## src/rtl/prog_loader.sv

```systemverilog
// Byte-stream program loader: frames of HDR, N, N words (MSB byte first) are written to program memory from address 0.
// Optional PROG_LOADER_CHECKSUM_EN adds a trailing XOR checksum byte over the payload.
module prog_loader #(
    parameter int unsigned IW  = 16,
    parameter int unsigned AW  = 5,
    parameter logic [7:0]  HDR = 8'hA5
) (
    input  logic          clk,
    input  logic          nReset,
    input  logic          in_valid,
    input  logic [7:0]    in_data,
    output logic          in_ready,
    output logic          pm_we,
    output logic [AW-1:0] pm_addr,
    output logic [IW-1:0] pm_wdata,
    output logic          cpu_hold,
    output logic          load_done,
    output logic          load_err
);

    localparam int unsigned NB  = IW / 8;
    localparam int unsigned BCW = (NB > 1) ? $clog2(NB) : 1;
    localparam int unsigned CAP = 1 << AW;

    typedef enum logic [2:0] {
        IDLE,
        COUNT,
        DATA,
`ifdef PROG_LOADER_CHECKSUM_EN
        CSUM,
`endif
        DONE,
        ERR
    } state_t;

    state_t          state;
    state_t          state_next;
    logic [BCW-1:0]  byte_cnt;
    logic [AW-1:0]   word_idx;
    logic [AW-1:0]   n_last;
    logic [IW-1:0]   shift;
    logic [IW-1:0]   shift_next;
    logic            accept;
    logic            byte_last;
    logic            word_last;
    logic            count_bad;
`ifdef PROG_LOADER_CHECKSUM_EN
    logic [7:0]      csum;
`endif

    assign accept     = in_valid && in_ready;
    assign byte_last  = (byte_cnt == BCW'(NB - 1));
    assign word_last  = (word_idx == n_last);
    assign count_bad  = (in_data == 8'd0) || (32'(in_data) > CAP);
    assign shift_next = (shift << 8) | IW'(in_data);

    always_ff @(posedge clk or negedge nReset) begin
        if (!nReset) begin
            state <= IDLE;
        end else begin
            state <= state_next;
        end
    end

    always_comb begin
        state_next = state;
        if (accept) begin
            case (state)
                IDLE:  if (in_data == HDR) state_next = COUNT;
                COUNT: state_next = count_bad ? ERR : DATA;
                DATA: begin
                    if (byte_last && word_last) begin
`ifdef PROG_LOADER_CHECKSUM_EN
                        state_next = CSUM;
`else
                        state_next = DONE;
`endif
                    end
                end
`ifdef PROG_LOADER_CHECKSUM_EN
                CSUM:  state_next = (in_data == csum) ? DONE : ERR;
`endif
                DONE,
                ERR:   if (in_data == HDR) state_next = COUNT;
                default: state_next = IDLE;
            endcase
        end
    end

    // Status flags decode straight from the registered state, so they change the cycle after the deciding byte.
    always_comb begin
        load_done = (state == DONE);
        load_err  = (state == ERR);
        cpu_hold  = (state != DONE);
    end

    always_ff @(posedge clk or negedge nReset) begin
        if (!nReset) begin
            in_ready <= 1'b0;
            pm_we    <= 1'b0;
            pm_addr  <= '0;
            pm_wdata <= '0;
            byte_cnt <= '0;
            word_idx <= '0;
            n_last   <= '0;
            shift    <= '0;
`ifdef PROG_LOADER_CHECKSUM_EN
            csum     <= '0;
`endif
        end else begin
            in_ready <= 1'b1;
            pm_we    <= 1'b0;
            if (accept && state == COUNT) begin
                byte_cnt <= '0;
                word_idx <= '0;
                n_last   <= AW'(in_data - 8'd1);
`ifdef PROG_LOADER_CHECKSUM_EN
                csum     <= '0;
`endif
            end
            if (accept && state == DATA) begin
                shift <= shift_next;
`ifdef PROG_LOADER_CHECKSUM_EN
                csum  <= csum ^ in_data;
`endif
                // pm_wdata is loaded only at word completion, so it holds while the next word shifts in.
                if (byte_last) begin
                    byte_cnt <= '0;
                    pm_we    <= 1'b1;
                    pm_addr  <= word_idx;
                    pm_wdata <= shift_next;
                    if (!word_last) word_idx <= word_idx + AW'(1);
                end else begin
                    byte_cnt <= byte_cnt + BCW'(1);
                end
            end
        end
    end

endmodule
```

## config.mk

```make
export PLATFORM = sky130hd
export DESIGN_NAME = prog_loader
export DESIGN_NICKNAME = d
export VERILOG_FILES = /design/src/rtl/prog_loader.sv
export SDC_FILE = /design/constraint.sdc
export NUM_CORES = 1
export LEC_CHECK = 0
export CELL_PAD_IN_SITES_DETAIL_PLACEMENT = 0
export CELL_PAD_IN_SITES_GLOBAL_PLACEMENT = 2
export CORE_UTILIZATION = 37
export CTS_BUF_LIST = sky130_fd_sc_hd__clkbuf_8
export CTS_CLUSTER_SIZE = 24
export DETAILED_ROUTE_END_ITERATION = 10
export PLACE_DENSITY = 0.86
export SYNTH_ARGS = -nofsm -noshare
export SYNTH_HDL_FRONTEND = slang
export SYNTH_SLANG_ARGS = --single-unit
export TNS_END_PERCENT = 1
```

## constraint.sdc

```tcl
create_clock -name clk -period 2.5 [get_ports clk]
set_input_delay 0.625 -clock clk [delete_from_list [all_inputs] [get_ports clk]]
set_output_delay 0.625 -clock clk [all_outputs]
set_load 0.05 [all_outputs]
```

==> results of run 1 <==
sequential cells by signal, summed over array words and instances (netlist names):
name	count
pm_addr	5
in_ready	1
shift	8
byte_cnt	1
state	3
pm_wdata	16
n_last	5
pm_we	1
word_idx	5
worst max path at each step:
stage,startpoint,endpoint,slack [ps],cells after the start
2_1_floorplan,state[2],load_done,460,4
3_3_place_gp,in_data[1],state[1],90,8
3_5_place_dp,in_data[1],state[1],1,8
4_1_cts,state[1],cpu_hold,40,3
5_1_grt,in_data[1],state[1],80,8
6_report,in_data[1],state[1],290,8
cell usage after synthesis (all sizes together):
| master | instances | area (sq um) |
|---|---|---|
| nor2 | 13 | 51.3 |
| a21bo | 1 | 10.0 |
| and3 | 1 | 6.26 |
| conb | 1 | 3.75 |
| a31oi | 1 | 6.26 |
| o31ai | 1 | 7.51 |
| a221oi | 1 | 8.76 |
| a211oi | 1 | 7.51 |
| buf | 6 | 40.0 |
| nor2b | 3 | 18.8 |
| xor2 | 6 | 52.6 |
| xnor2 | 3 | 26.3 |
| nand3b | 1 | 7.51 |
| inv | 5 | 18.8 |
| nand2b | 1 | 6.26 |
| and4b | 2 | 20.0 |
| and2 | 3 | 18.8 |
| o21ai | 7 | 35.0 |
| nor4bb | 1 | 10.0 |
| ha | 3 | 37.5 |
| a221o | 1 | 10.0 |
| nor4b | 1 | 8.76 |
| dfrtp | 45 | 1130 |
| nand3 | 4 | 32.5 |
| nand2 | 40 | 150 |
| a21oi | 9 | 56.3 |
| nor3 | 4 | 25.0 |
| mux2 | 18 | 203 |
power groups by stage:
stage	Sequential (mW)	Clock (mW)	Combinational (mW)
after floorplan	1.68	0	0.390
after global placement	1.17	0	1.36
after detailed placement	1.18	0	1.37
after CTS	1.17	0.593	1.38
after global routing	1.20	0.620	1.46
final	1.16	0.576	1.36
cells by family after synthesis:
family / Yosys count / synth area share [%]
AO/OA/AOI/OAI: 22 / 7.05
XOR/XNOR: 9 / 3.93
adder cells (fa/ha/maj): 3 / 1.87
buffers and inverters: 11 / 2.93
flip-flops: 45 / 56.2
multiplexers: 18 / 10.1
other: 1 / 0.187
AND/OR/NAND/NOR: 74 / 17.7
worst register-to-register path: stages (launching register included):
cell and delay (ps):
dfrtp_1 480, and4b_1 360, nand3_4 190, inv_1 170, buf_12 160, mux2_2 350
area by class of cell:
type	count	area share [%]
well taps	70	3.34
inverters	5	0.716
repair buffers	47	17.1
multi-input cells	127	31.3
clock buffers	6	3.15
flip-flops and latches	45	43.0
clock inverters	2	1.43
per-layer routing:
metal	up-vias	track usage (%)	part of all wire, %
met4	0	6.17	1.1
met3	5	3.70	3.4
met2	31	28.4	50
met5	-	0	0
met1	699	21.1	45
li1	705	-	-
==> impl_metrics.yaml, run 1 <==
outcome:
  status: "complete, no violations"
critical_path:
  cp_cell_sequence: "clkdlybuf4s50_1 > inv_1 > ha_1 > nor4b_1 > xor2_1 > nor3_1 > a31oi_1 > o21ai_0"
  setup.worst_path.class: "in -> reg"
  cp_data_arrival_time_ps: 2430
  r2r-end: "pm_wdata[15]"
  worstPathMaxFanout: 3
  r2r_slack_ps: 690
  critPathRequiredTime_ps: 2720
  cp-end-kind: "flop"
  cp-start-kind: "input pin"
  critPathMaxStageDelay_ps: 450
  path_delay_family: "simple AND/OR/NAND/NOR gates"
  r2r_cells: 5
  slowest_stage: "clkdlybuf4s50_1"
  r2r-start: "state[2]"
  crit_buf_inv: 2
clocking:
  clock_latency_ps: 290
  cts_buffers: 5
  clock_path_buffers: 2
  clk_pin_slew_ps: 80
  cts_tree: "done"
  h-tree-depth: 2
  post_cts_buffers: 0
  ctsHoldBuffers: 0
  post_cts_resized: 0
  ctsRootBufferMaster: "clkbuf_8"
  clock_sinks: 45
final_layout:
  drive_above_1_share_pct: 19.4
  fin_cells: 302
  areaGrowthSynthToFinish_pct: 30.7
  final.fill_count: 494
  fin_nets: 245
  final_util_pct: 50.7
  most-common-layout-cells: "dfrtp_1, nand2_1, clkdlybuf4s50_1, mux2_2"
  multi_input_comb_area_sq_um: 820
  layout.area.seq_sq_um: 1130
  layout_commonest_cell: "dfrtp_1"
  num_antenna_cells: 0
  postLayoutCellArea_sq_um: 2620
timing:
  slew_headroom_pct: 61.8
  final-max-slew-violation-count: 0
  skew_ps: 1.78
  hold_violations: 0
  setup_tns_ps: 0
  finalCritPeriodShare_pct: 88.6
  setup_viol: 0
  period_needed_ps: 2210
  timing.final.ws_setup_ps: 285
  worst_pin_slew_ps: 573
  fmax_mhz: 452
  grt_setup_unrepaired: "false"
  whs_ps: 399
logic_synthesis:
  seq_area_frac_synth_pct: 56.2
  ys_ff_latch: 45
  synthCells: 183
  postSynthAreaPerCell_sq_um: 11.0
  yosys_warnings: 0
  synth_nets: 197
  synth.distinct_cells: 35
  syn-cell-area_sq_um: 2000
floorplan:
  die-area_sq_um: 5720
  core_sq_um: 5170
  io_pins: 37
  initial_core_util_pct: 38.8
  num_rows: 26
  die_w_microns: 75.6
  die_height_microns: 75.6
placed_design:
  place_area_sq_um: 2500
  detailedPlace.worstSlack_ps: 1.17
  portBuffers: 36
  dp.cells: 294
  gp_congestion: 0.842
  hpwl_microns: 3110
global_routing:
  grt_use_total_pct: 16.8
  grt_max_degree: 46
  grt_pass1_vias: 1437
  grt_pass1_wl_microns: 6950
  overflow: 0
  antenna_found_initial: 0
route:
  drc: 0
  antenna_left: 0
  drtPass1Iterations: 4
  vias_per_cell: 4.77
  vias: 1440
  dr.first_iter.drc_count: 58
  wl_per_cell_microns: 14.0
  totalWireLength_microns: 4240
power:
  seq_power_share_pct: 37.5
  total_power_mw: 3.10
  swShare_pct: 41.5
  clkPwrFrac_pct: 18.6
  p_int_mw: 1.81
  ir_drop_mv: 0.667
  p_leak_nw: 1.19
  powerDensity_nw_per_um2: 1180
  switchingPower_mw: 1.29
  power_frac_comb_pct: 44.0
worst_hold_path:
  hold_path.class: "in -> async"
flow_run:
  cap_violations: 0
(Power assumes the default switching activity.)
==> run 2, diff against run 1 <==
--- a/config.mk
+++ b/config.mk
@@ -9,6 +9,7 @@
 export CELL_PAD_IN_SITES_GLOBAL_PLACEMENT = 2
 export CORE_UTILIZATION = 37
 export CTS_BUF_LIST = sky130_fd_sc_hd__clkbuf_8
+export CTS_CLUSTER_DIAMETER = 50
 export CTS_CLUSTER_SIZE = 24
 export DETAILED_ROUTE_END_ITERATION = 10
 export PLACE_DENSITY = 0.86
==> results of run 2 <==
Same layout as run 1: the final DEF is identical, and so are final timing and power.
